===== config.mk =====
export PLATFORM = sky130hd
export DESIGN_NAME = pe_multi_fil
export DESIGN_NICKNAME = d
export VERILOG_FILES = /design/src/rtl/pe_pkg.sv /design/src/rtl/pe_fifo.sv /design/src/rtl/pe_multi_fil.sv
export SDC_FILE = /design/constraint.sdc
export NUM_CORES = 2
export LEC_CHECK = 0
export BUFFER_PORTS_ARGS = -buffer_cell sky130_fd_sc_hd__buf_4
export CORE_MARGIN = 5
export CORE_UTILIZATION = 48
export CTS_CLUSTER_SIZE = 40
export DETAILED_ROUTE_END_ITERATION = 12
export MAX_ROUTING_LAYER = met4
export PLACE_DENSITY = 0.67
export SYNTH_ARGS = -nofsm -noshare
export SYNTH_HDL_FRONTEND = slang
export SYNTH_SLANG_ARGS = --single-unit

===== constraint.sdc =====
create_clock -name clk -period 11.85 [get_ports clk]
set_input_delay 1.185 -clock clk [delete_from_list [all_inputs] [get_ports clk]]
set_output_delay 1.185 -clock clk [all_outputs]
set_load 0.1 [all_outputs]

===== src/rtl/pe_pkg.sv =====
// pe_pkg: shared FSM state, ifmap tag positions, config struct and config sanitiser
// for the pe_multi_fil processing element.
package pe_pkg;
    typedef enum logic [2:0] {ST_IDLE, ST_LOAD, ST_WAIT, ST_MAC, ST_PUSH, ST_ADV} state_t;
    // tag bits sit just above the data value: bit DW+EOR_OFS and bit DW+SOR_OFS
    localparam int EOR_OFS = 0;
    localparam int SOR_OFS = 1;
    typedef struct packed {
        logic [7:0] stride;
        logic [7:0] fs;
        logic [7:0] n_fil;
    } cfg_t;
    function automatic cfg_t sanitize(input logic [7:0] stride, input logic [7:0] fs, input logic [7:0] n_fil,
                                      input logic [7:0] fs_max, input logic [7:0] nf_max);
        cfg_t c;
        c.stride = (stride == 8'd0) ? 8'd1 : stride;
        c.fs = (fs == 8'd0) ? 8'd1 : (fs > fs_max) ? fs_max : fs;
        c.n_fil = (n_fil == 8'd0) ? 8'd1 : (n_fil > nf_max) ? nf_max : n_fil;
        return c;
    endfunction
endpackage


===== src/rtl/pe_fifo.sv =====
// pe_fifo: synchronous FIFO with full/empty flags and a combinational head read.
module pe_fifo #(
    parameter int W = 16,
    parameter int DEPTH = 8
) (
    input  logic         clk,
    input  logic         rst_n,
    input  logic         push,
    input  logic [W-1:0] din,
    input  logic         pop,
    output logic [W-1:0] dout,
    output logic         full,
    output logic         empty
);
    localparam int AW = (DEPTH > 1) ? $clog2(DEPTH) : 1;
    logic [W-1:0] r_mem [DEPTH];
    logic [AW-1:0] r_wp, r_rp;
    logic [AW:0] r_cnt;
    logic w_push, w_pop;
    assign full = r_cnt == (AW+1)'(DEPTH);
    assign empty = r_cnt == '0;
    assign w_push = push && !full;
    assign w_pop = pop && !empty;
    assign dout = r_mem[r_rp];
    always_ff @(posedge clk)
        if (w_push) r_mem[r_wp] <= din;
    always_ff @(posedge clk) begin
        if (!rst_n) begin
            r_wp <= '0;
            r_rp <= '0;
            r_cnt <= '0;
        end else begin
            if (w_push) r_wp <= (r_wp == AW'(DEPTH-1)) ? '0 : r_wp + AW'(1);
            if (w_pop) r_rp <= (r_rp == AW'(DEPTH-1)) ? '0 : r_rp + AW'(1);
            r_cnt <= r_cnt + (AW+1)'(w_push) - (AW+1)'(w_pop);
        end
    end
endmodule


===== src/rtl/pe_multi_fil.sv =====
// pe_multi_fil: 1D-convolution PE with multi-filter scratchpad, strided windows and psum FIFO.
// Define PE_SAT_EN to saturate psums instead of wrapping them to the low DATA_WIDTH bits.
module pe_multi_fil
    import pe_pkg::*;
#(
    parameter int DATA_WIDTH = 16,
    parameter int ADDR_WIDTH_IFM = 4,
    parameter int FIL_DEPTH = 15,
    parameter int NUM_FIL = 4,
    parameter int OUT_DEPTH = 8,
    parameter int S = 3,
    parameter int F = 4
) (
    input  logic                      clk,
    input  logic                      rst_n,
    input  logic                      start,
    input  logic [S-1:0]              stride,
    input  logic [F-1:0]              filter_size,
    input  logic [$clog2(NUM_FIL):0]  n_fil,
    input  logic                      w_en_ifm,
    input  logic [DATA_WIDTH+1:0]     data_in_ifm,
    output logic                      ready_ifm,
    input  logic                      w_en_fil,
    input  logic [DATA_WIDTH-1:0]     data_in_fil,
    output logic                      ready_fil,
    input  logic                      r_en,
    output logic [DATA_WIDTH-1:0]     out,
    output logic                      valid,
    output logic                      done
);
    localparam int DW = DATA_WIDTH;
    localparam int AW = ADDR_WIDTH_IFM;
    localparam int DEPTH = 1 << AW;
    localparam int FN = NUM_FIL * FIL_DEPTH;
    localparam int FA = $clog2(FN);
    localparam int ACW = 2 * DW + $clog2(FIL_DEPTH + 1);
    localparam int EOR = DW + EOR_OFS;

    state_t r_state;
    cfg_t r_cfg, w_cfg;
    logic [DW:0] r_ifm [DEPTH];
    logic [DW-1:0] r_fil [FN];
    logic [AW-1:0] r_wp, r_hd;
    logic [AW:0] r_cnt;
    logic [FA-1:0] r_fcnt, r_ftot, r_fbase;
    logic [7:0] r_tap, r_fi;
    logic signed [ACW-1:0] r_acc;
    logic r_ready_fil, r_valid;
    logic [DW-1:0] r_out;
    logic w_wr, w_fwr, w_eor_any, w_disc, w_mac, w_eor_adv, w_adv, w_push, w_full, w_empty, w_pop;
    logic [7:0] w_eor_pos, w_cnt, w_free;
    logic [DW-1:0] w_head, w_psum, w_fifo_dout;
    logic signed [2*DW-1:0] w_a, w_b, w_prod;
    logic w_unused_sor;

    assign w_unused_sor = data_in_ifm[DW+SOR_OFS];
    assign w_cfg = sanitize(8'(stride), 8'(filter_size), 8'(n_fil), 8'(FIL_DEPTH), 8'(NUM_FIL));
    assign w_cnt = 8'(r_cnt);
    assign ready_ifm = (r_state != ST_IDLE) && (r_cnt != (AW+1)'(DEPTH));
    assign ready_fil = r_ready_fil;
    assign out = r_out;
    assign valid = r_valid;
    assign w_wr = w_en_ifm && ready_ifm;
    assign w_fwr = w_en_fil && r_ready_fil;
    assign w_pop = r_en && !w_empty;

    // first end-of-row among the buffered entries, counted from head
    always_comb begin
        w_eor_any = 1'b0;
        w_eor_pos = '0;
        for (int i = DEPTH - 1; i >= 0; i--)
            if (8'(i) < w_cnt && r_ifm[r_hd + AW'(i)][EOR]) begin
                w_eor_any = 1'b1;
                w_eor_pos = 8'(i);
            end
    end

    assign w_disc = (r_state == ST_WAIT) && !r_ready_fil && w_eor_any && (w_eor_pos + 8'd1 < r_cfg.fs);
    assign w_mac = (r_state == ST_WAIT) && !r_ready_fil && !w_disc && (w_cnt >= r_cfg.fs);
    assign w_eor_adv = w_eor_any && (w_eor_pos < r_cfg.stride);
    // an advance whose stride reaches beyond the buffered data waits for it to arrive
    assign w_adv = (r_state == ST_ADV) && (w_eor_adv || w_cnt >= r_cfg.stride);
    assign w_free = w_disc ? w_eor_pos + 8'd1 : !w_adv ? 8'd0 : w_eor_adv ? w_eor_pos + 8'd1 : r_cfg.stride;
    assign done = w_disc || (w_adv && w_eor_adv);
    assign w_push = (r_state == ST_PUSH) && !w_full;

    assign w_head = r_ifm[r_hd + AW'(r_tap)][DW-1:0];
    assign w_a = (2*DW)'($signed(w_head));
    assign w_b = (2*DW)'($signed(r_fil[r_fbase + FA'(r_tap)]));
    assign w_prod = w_a * w_b;

`ifdef PE_SAT_EN
    localparam logic signed [ACW-1:0] SMAX = {{(ACW-DW+1){1'b0}}, {(DW-1){1'b1}}};
    localparam logic signed [ACW-1:0] SMIN = ~SMAX;
    assign w_psum = (r_acc > SMAX) ? SMAX[DW-1:0] : (r_acc < SMIN) ? SMIN[DW-1:0] : r_acc[DW-1:0];
`else
    assign w_psum = r_acc[DW-1:0];
`endif

    pe_fifo #(.W(DW), .DEPTH(OUT_DEPTH)) u_ofifo (
        .clk(clk), .rst_n(rst_n), .push(w_push), .din(w_psum),
        .pop(w_pop), .dout(w_fifo_dout), .full(w_full), .empty(w_empty)
    );

    always_ff @(posedge clk) begin
        if (w_wr) r_ifm[r_wp] <= data_in_ifm[DW:0];
        if (w_fwr) r_fil[r_fcnt] <= data_in_fil;
    end

    always_ff @(posedge clk) begin
        if (!rst_n) begin
            r_state <= ST_IDLE;
            r_cfg <= '0;
            r_wp <= '0;
            r_hd <= '0;
            r_cnt <= '0;
            r_fcnt <= '0;
            r_ftot <= '0;
            r_fbase <= '0;
            r_tap <= '0;
            r_fi <= '0;
            r_acc <= '0;
            r_ready_fil <= 1'b0;
            r_valid <= 1'b0;
            r_out <= '0;
        end else begin
            r_cnt <= r_cnt + (AW+1)'(w_wr) - (AW+1)'(w_free);
            r_hd <= r_hd + AW'(w_free);
            if (w_wr) r_wp <= r_wp + AW'(1);
            if (w_fwr) begin
                r_fcnt <= r_fcnt + FA'(1);
                if (r_fcnt + FA'(1) == r_ftot) r_ready_fil <= 1'b0;
            end
            r_valid <= w_pop;
            if (w_pop) r_out <= w_fifo_dout;
            case (r_state)
                ST_IDLE: if (start) begin
                    r_cfg <= w_cfg;
                    r_ftot <= FA'(w_cfg.fs * w_cfg.n_fil);
                    r_fcnt <= '0;
                    r_ready_fil <= 1'b1;
                    r_state <= ST_LOAD;
                end
                ST_LOAD: r_state <= ST_WAIT;
                ST_WAIT: if (w_mac) begin
                    r_tap <= '0;
                    r_fi <= '0;
                    r_fbase <= '0;
                    r_acc <= '0;
                    r_state <= ST_MAC;
                end
                ST_MAC: begin
                    r_acc <= r_acc + ACW'(w_prod);
                    r_tap <= r_tap + 8'd1;
                    if (r_tap + 8'd1 == r_cfg.fs) r_state <= ST_PUSH;
                end
                ST_PUSH: if (!w_full) begin
                    r_tap <= '0;
                    r_acc <= '0;
                    if (r_fi + 8'd1 == r_cfg.n_fil) r_state <= ST_ADV;
                    else begin
                        r_fi <= r_fi + 8'd1;
                        r_fbase <= r_fbase + FA'(r_cfg.fs);
                        r_state <= ST_MAC;
                    end
                end
                ST_ADV: if (w_adv) r_state <= ST_WAIT;
                default: r_state <= ST_IDLE;
            endcase
        end
    end
endmodule


==> results <==
- With fillers left out, the area of the finished cells amounts to between 70000 and 80000 um^2.
- The post-CTS clock slew at the launch and capture registers of the worst setup and hold paths is roughly 0.05 ns.
- Clock tree synthesis inserted a total of 152 buffers.
- The kind of start point of the critical path is a register.
- The average wire per cell in the routed design is 25.68 um.
- The maximum level of the CTS H-tree is 4.
- The minimum hold slack is between 0.4 and 0.5 ns.
- The largest net degree at the start of global routing is 82.
- The relative slew slack is between 10% and 20%.
- Derived from the worst setup path, the maximum achievable clock frequency is between 0.1 and 0.15 GHz.
- From bottom edge to top edge, the die measures roughly 380 um.
- Synthesis handed over a netlist of 3657 instances.
- The analysis attributes to net switching a power of approximately 8.4 mW.
- Buffers placed on the I/O ports in this run total between 60 and 70.
- The worst-case clock skew is around 0.052 ns.
- The area of the die is roughly 140000 um^2.
- The delay of the slowest cell on the worst path is about 1 ns.
- The number of sinks handled by clock tree synthesis is roughly 1500.
- In the finished design, the share of the clock period the worst path needs comes to 82.50%.
- The final count of pins violating max slew was 0.
- The die span in x is approximately 380 um.
- The register area share after synthesis is 66.72%.
- The class of the worst hold path is register to register.
- In the final layout, the share of cells above drive strength 1 is a little over a fifth.
- For this design the static power due to leakage is about 24 nW.
- The wire length after detailed routing is around 150000 um.
- Global routing finished with a remaining overflow of 0.
- The initial antenna violation count is 3.
- The DRC violation count after routing is 0.
- The filler cells instantiated in the layout total roughly 10000.
- The clock root buffer is clkbuf_16.
- The number of hold violations in the final report is 0.
- The clock reaches the later pin of the worst-skew pair after 0.81 ns.
- The max capacitance violation total is 0.
- The synthesized netlist contains ~90 unique library cells.
- The final layout net count is roughly 4100.
- The first global-routing pass estimated 220700 um of wire.
- TritonCTS built the clock tree.
- For this design, the CTS-stage hold fixing added 0 buffers.
- Counting flops with an async set or reset pin after synthesis yields a share of 0%.
- The detail route stage leaves a number of antenna-violating nets equal to 0.
- When the netlist entered floorplanning its net count stood at around 3900.
- Setup repair after global routing left no endpoint under its margin.
- At the pin with the least slew margin, the transition time is 1.261 ns.
- In the global route stage, overall resource usage came out at a little over a fifth.
- The most used flip-flop cell after synthesis is edfxtp_1.
- The part of the power in the clock network is 21.3%.
- The first-pass iteration count of the detailed router is 5.
- After layout, the minimum clock period comes to between 9 and 10 ns.
- From synthesis to final layout, the design area changed by 12.34%.
- The data arrival time of the worst path is about 10 ns.
- The floorplan step defined a core boundary enclosing between 100000 and 150000 um^2.
- Along the worst path, the maximum fanout reaches 81.
- For the final routed database, the setup TNS stands at 0 ns.
- Dividing the detail-routed via count by the number of cells gives 5.920.
- The power share of the combinational group is 52.1%.
- The count of buffers added by post-CTS timing repair for setup is 0.
- The starting DRC count in detailed routing is around 3200.
- The vias after detailed routing is 33890.
- The placement-stage cell area is about 67000 um^2.
- The internal power of the cells totals about 14 mW.
- Routability-driven placement finished with a final weighted congestion of roughly 0.84.
- Of the total power, registers draw between 20% and 30%.
- The power density relative to cell area is 305.5 nW/um^2.
- The worst setup path is captured at a register.
- Across the VDD grid, the largest voltage drop is approximately 1.2 mV.
- 70 I/O pins were placed.
- Counting flops with a built-in enable in the synthesized netlist gives ~1400.
- The number of global-route vias before repair is between 30000 and 40000.
- Once the clock tree was built, the resizer swapped 0 gates to a different size.
- No sink is reached through more buffers than the 3 on the longest clock path.
- The flip-flop and latch count after synthesis is about 1500.
- Net switching is between 30% and 40% of the power.
- The worst-path cell with the longest stage delay is a2111oi_1.
- The critical setup path kind is register to register.
- The initial core utilization is 48.26%.
- The post-synthesis cell area is approximately 64000 um^2.
- Each instance of the synthesized netlist takes up on average between 15 and 20 um^2.
- The count of synthesis-stage warnings from yosys is 0.
- The number of setup violations in the final report is 0.
- The detailed placement HPWL is 89690 um.
- The flow ran to the end, and the final reports show no timing, DRC or antenna violations.
- After floorplanning, the core was divided into between 100 and 150 placement rows.
- Data on the critical path is required at its endpoint by approximately 13 ns.
## cell type report
class	count	area [um^2]	area share [%]
antenna	4	10.01	0.01385
multi-input combinational	1846	19910	27.56
clock inverter	74	949.7	1.314
clock buffer	198	4038	5.587
inverter	171	641.9	0.8882
sequential	1464	42920	59.40
tap	1768	2212	3.061
timing repair buffer	200	1577	2.182
## registers in the layout, indices dropped and copies added, names as in the netlist, 3 cells and up
name,cells
out,16
r_acc,16
r_cfg,10
r_cnt,5
r_fbase,6
r_fcnt,6
r_fi,8
r_fil,960
r_ftot,6
r_hd,4
r_ifm,272
r_state,3
r_tap,8
r_wp,4
u_ofifo.r_cnt,4
u_ofifo.r_mem,128
u_ofifo.r_rp,3
u_ofifo.r_wp,3
## cell usage after synthesis, types with 9 or more instances
master	instances	area, um^2
clkbuf_1	82	307.8
and2_1	82	513.0
dfxtp_1	104	2082
a31oi_1	32	200.2
nor2_1	188	705.7
o21ai_1	17	85.08
a311oi_1	9	78.83
buf_2	40	200.2
nand2_1	298	1119
buf_4	18	135.1
xnor2_1	55	481.7
nand2b_1	9	56.30
or3_1	9	56.30
fa_1	102	2042
nor3_1	36	180.2
a21o_1	14	105.1
a21oi_1	80	400.4
ha_1	131	1639
o22ai_1	9	56.30
buf_6	14	157.7
xor2_1	31	271.5
and3_1	22	137.6
inv_1	169	634.4
edfxtp_1	1360	40840
mux4_1	49	1287
mux2i_1	62	620.6
nor2b_1	29	181.4
a211oi_1	40	300.3
o21ai_0	43	215.2
nand3_1	32	160.2
mux4_2	337	7590
## routing by layer
metal / wire, um / part of all wire [%] / track usage [%] / vias up
met5: 0 / 0 / - / -
met1: 61980 / 42 / 29.82 / 17720
met2: 69760 / 47 / 33.11 / 1296
li1: - / - / - / 14630
met4: 4017 / 2.7 / 6.097 / 0
met3: 11260 / 7.7 / 4.237 / 253
## logic make-up (layout without fill, tap and decap cells)
family | count (synthesis) | in the layout | synth area share [%]
muxes | 453 | 453 | 14.85
DFF | 1464 | 1464 | 66.72
adders and majority gates | 233 | 233 | 5.722
buffers and inverters | 347 | 643 | 2.667
other | 0 | 4 | 0
and+or+nand+nor | 745 | 745 | 5.293
xor gates and xnor gates | 93 | 93 | 1.387
AOI/OAI and AO/OA | 322 | 322 | 3.355
## power groups by stage
stage / Sequential, mW / Clock, mW / Combinational, mW
CTS: 5.86 / 4.80 / 11.6
floorplan: 6.04 / 0 / 9.20
finish: 5.87 / 4.71 / 11.5
detailed placement: 5.97 / 0 / 11.5
global placement: 5.97 / 0 / 11.4
global route: 5.88 / 5.02 / 13.1
## metrics by stage
stage	total power [mW]	util [%]	cells	setup slack [ns]
after detailed placement	17.50	50.47	5449	2.036
final	22.07	54.22	5725	2.074
after global placement	17.37	50.47	5449	2.094
after floorplan	15.24	-	3657	3.159
after CTS	22.27	54.21	5721	1.983
after global routing	24.01	54.21	5724	1.646
## worst max-delay path, delay by kind of cell, from the launching register on
| kind | cells | cell delay, ns |
|---|---|---|
| simple gates | 2 | 0.28 |
| mux | 2 | 0.57 |
| compound gates | 3 | 1.58 |
| buf+inv | 6 | 0.73 |
| xor+xnor | 10 | 1.97 |
| flops | 1 | 0.45 |
| fa+ha+maj | 8 | 4.01 |
## cell usage in the layout (no fill, tap or decap), types with 38 or more instances in the layout
cell / synthesis / routed
edfxtp_1: 1360 / 1360
mux4_2: 337 / 337
nand2_1: 298 / 298
buf_4: 18 / 194
inv_1: 169 / 168
nor2_1: 188 / 157
clkbuf_16: 0 / 153
ha_1: 131 / 129
dfxtp_1: 104 / 103
fa_1: 102 / 100
and2_1: 82 / 82
a21oi_1: 80 / 80
mux2i_1: 62 / 62
xnor2_1: 55 / 52
mux4_1: 49 / 49
o21ai_0: 43 / 42
clkbuf_1: 82 / 41
a211oi_1: 40 / 38
## worst paths after layout
kind                               from                     end  slack, ns  depth (start not counted)
hold reg to reg   r_cfg[1]$_SDFFE_PN0P_   r_cfg[1]$_SDFFE_PN0P_       0.47                          2
hold / removal    r_cfg[1]$_SDFFE_PN0P_   r_cfg[1]$_SDFFE_PN0P_       0.47                          2
setup / recovery  r_tap[0]$_SDFFE_PN0P_  r_acc[15]$_SDFFE_PN0P_       2.07                         31
setup reg to reg  r_tap[0]$_SDFFE_PN0P_  r_acc[15]$_SDFFE_PN0P_       2.07                         31
Note: power is estimated with default switching activity, not from simulation.
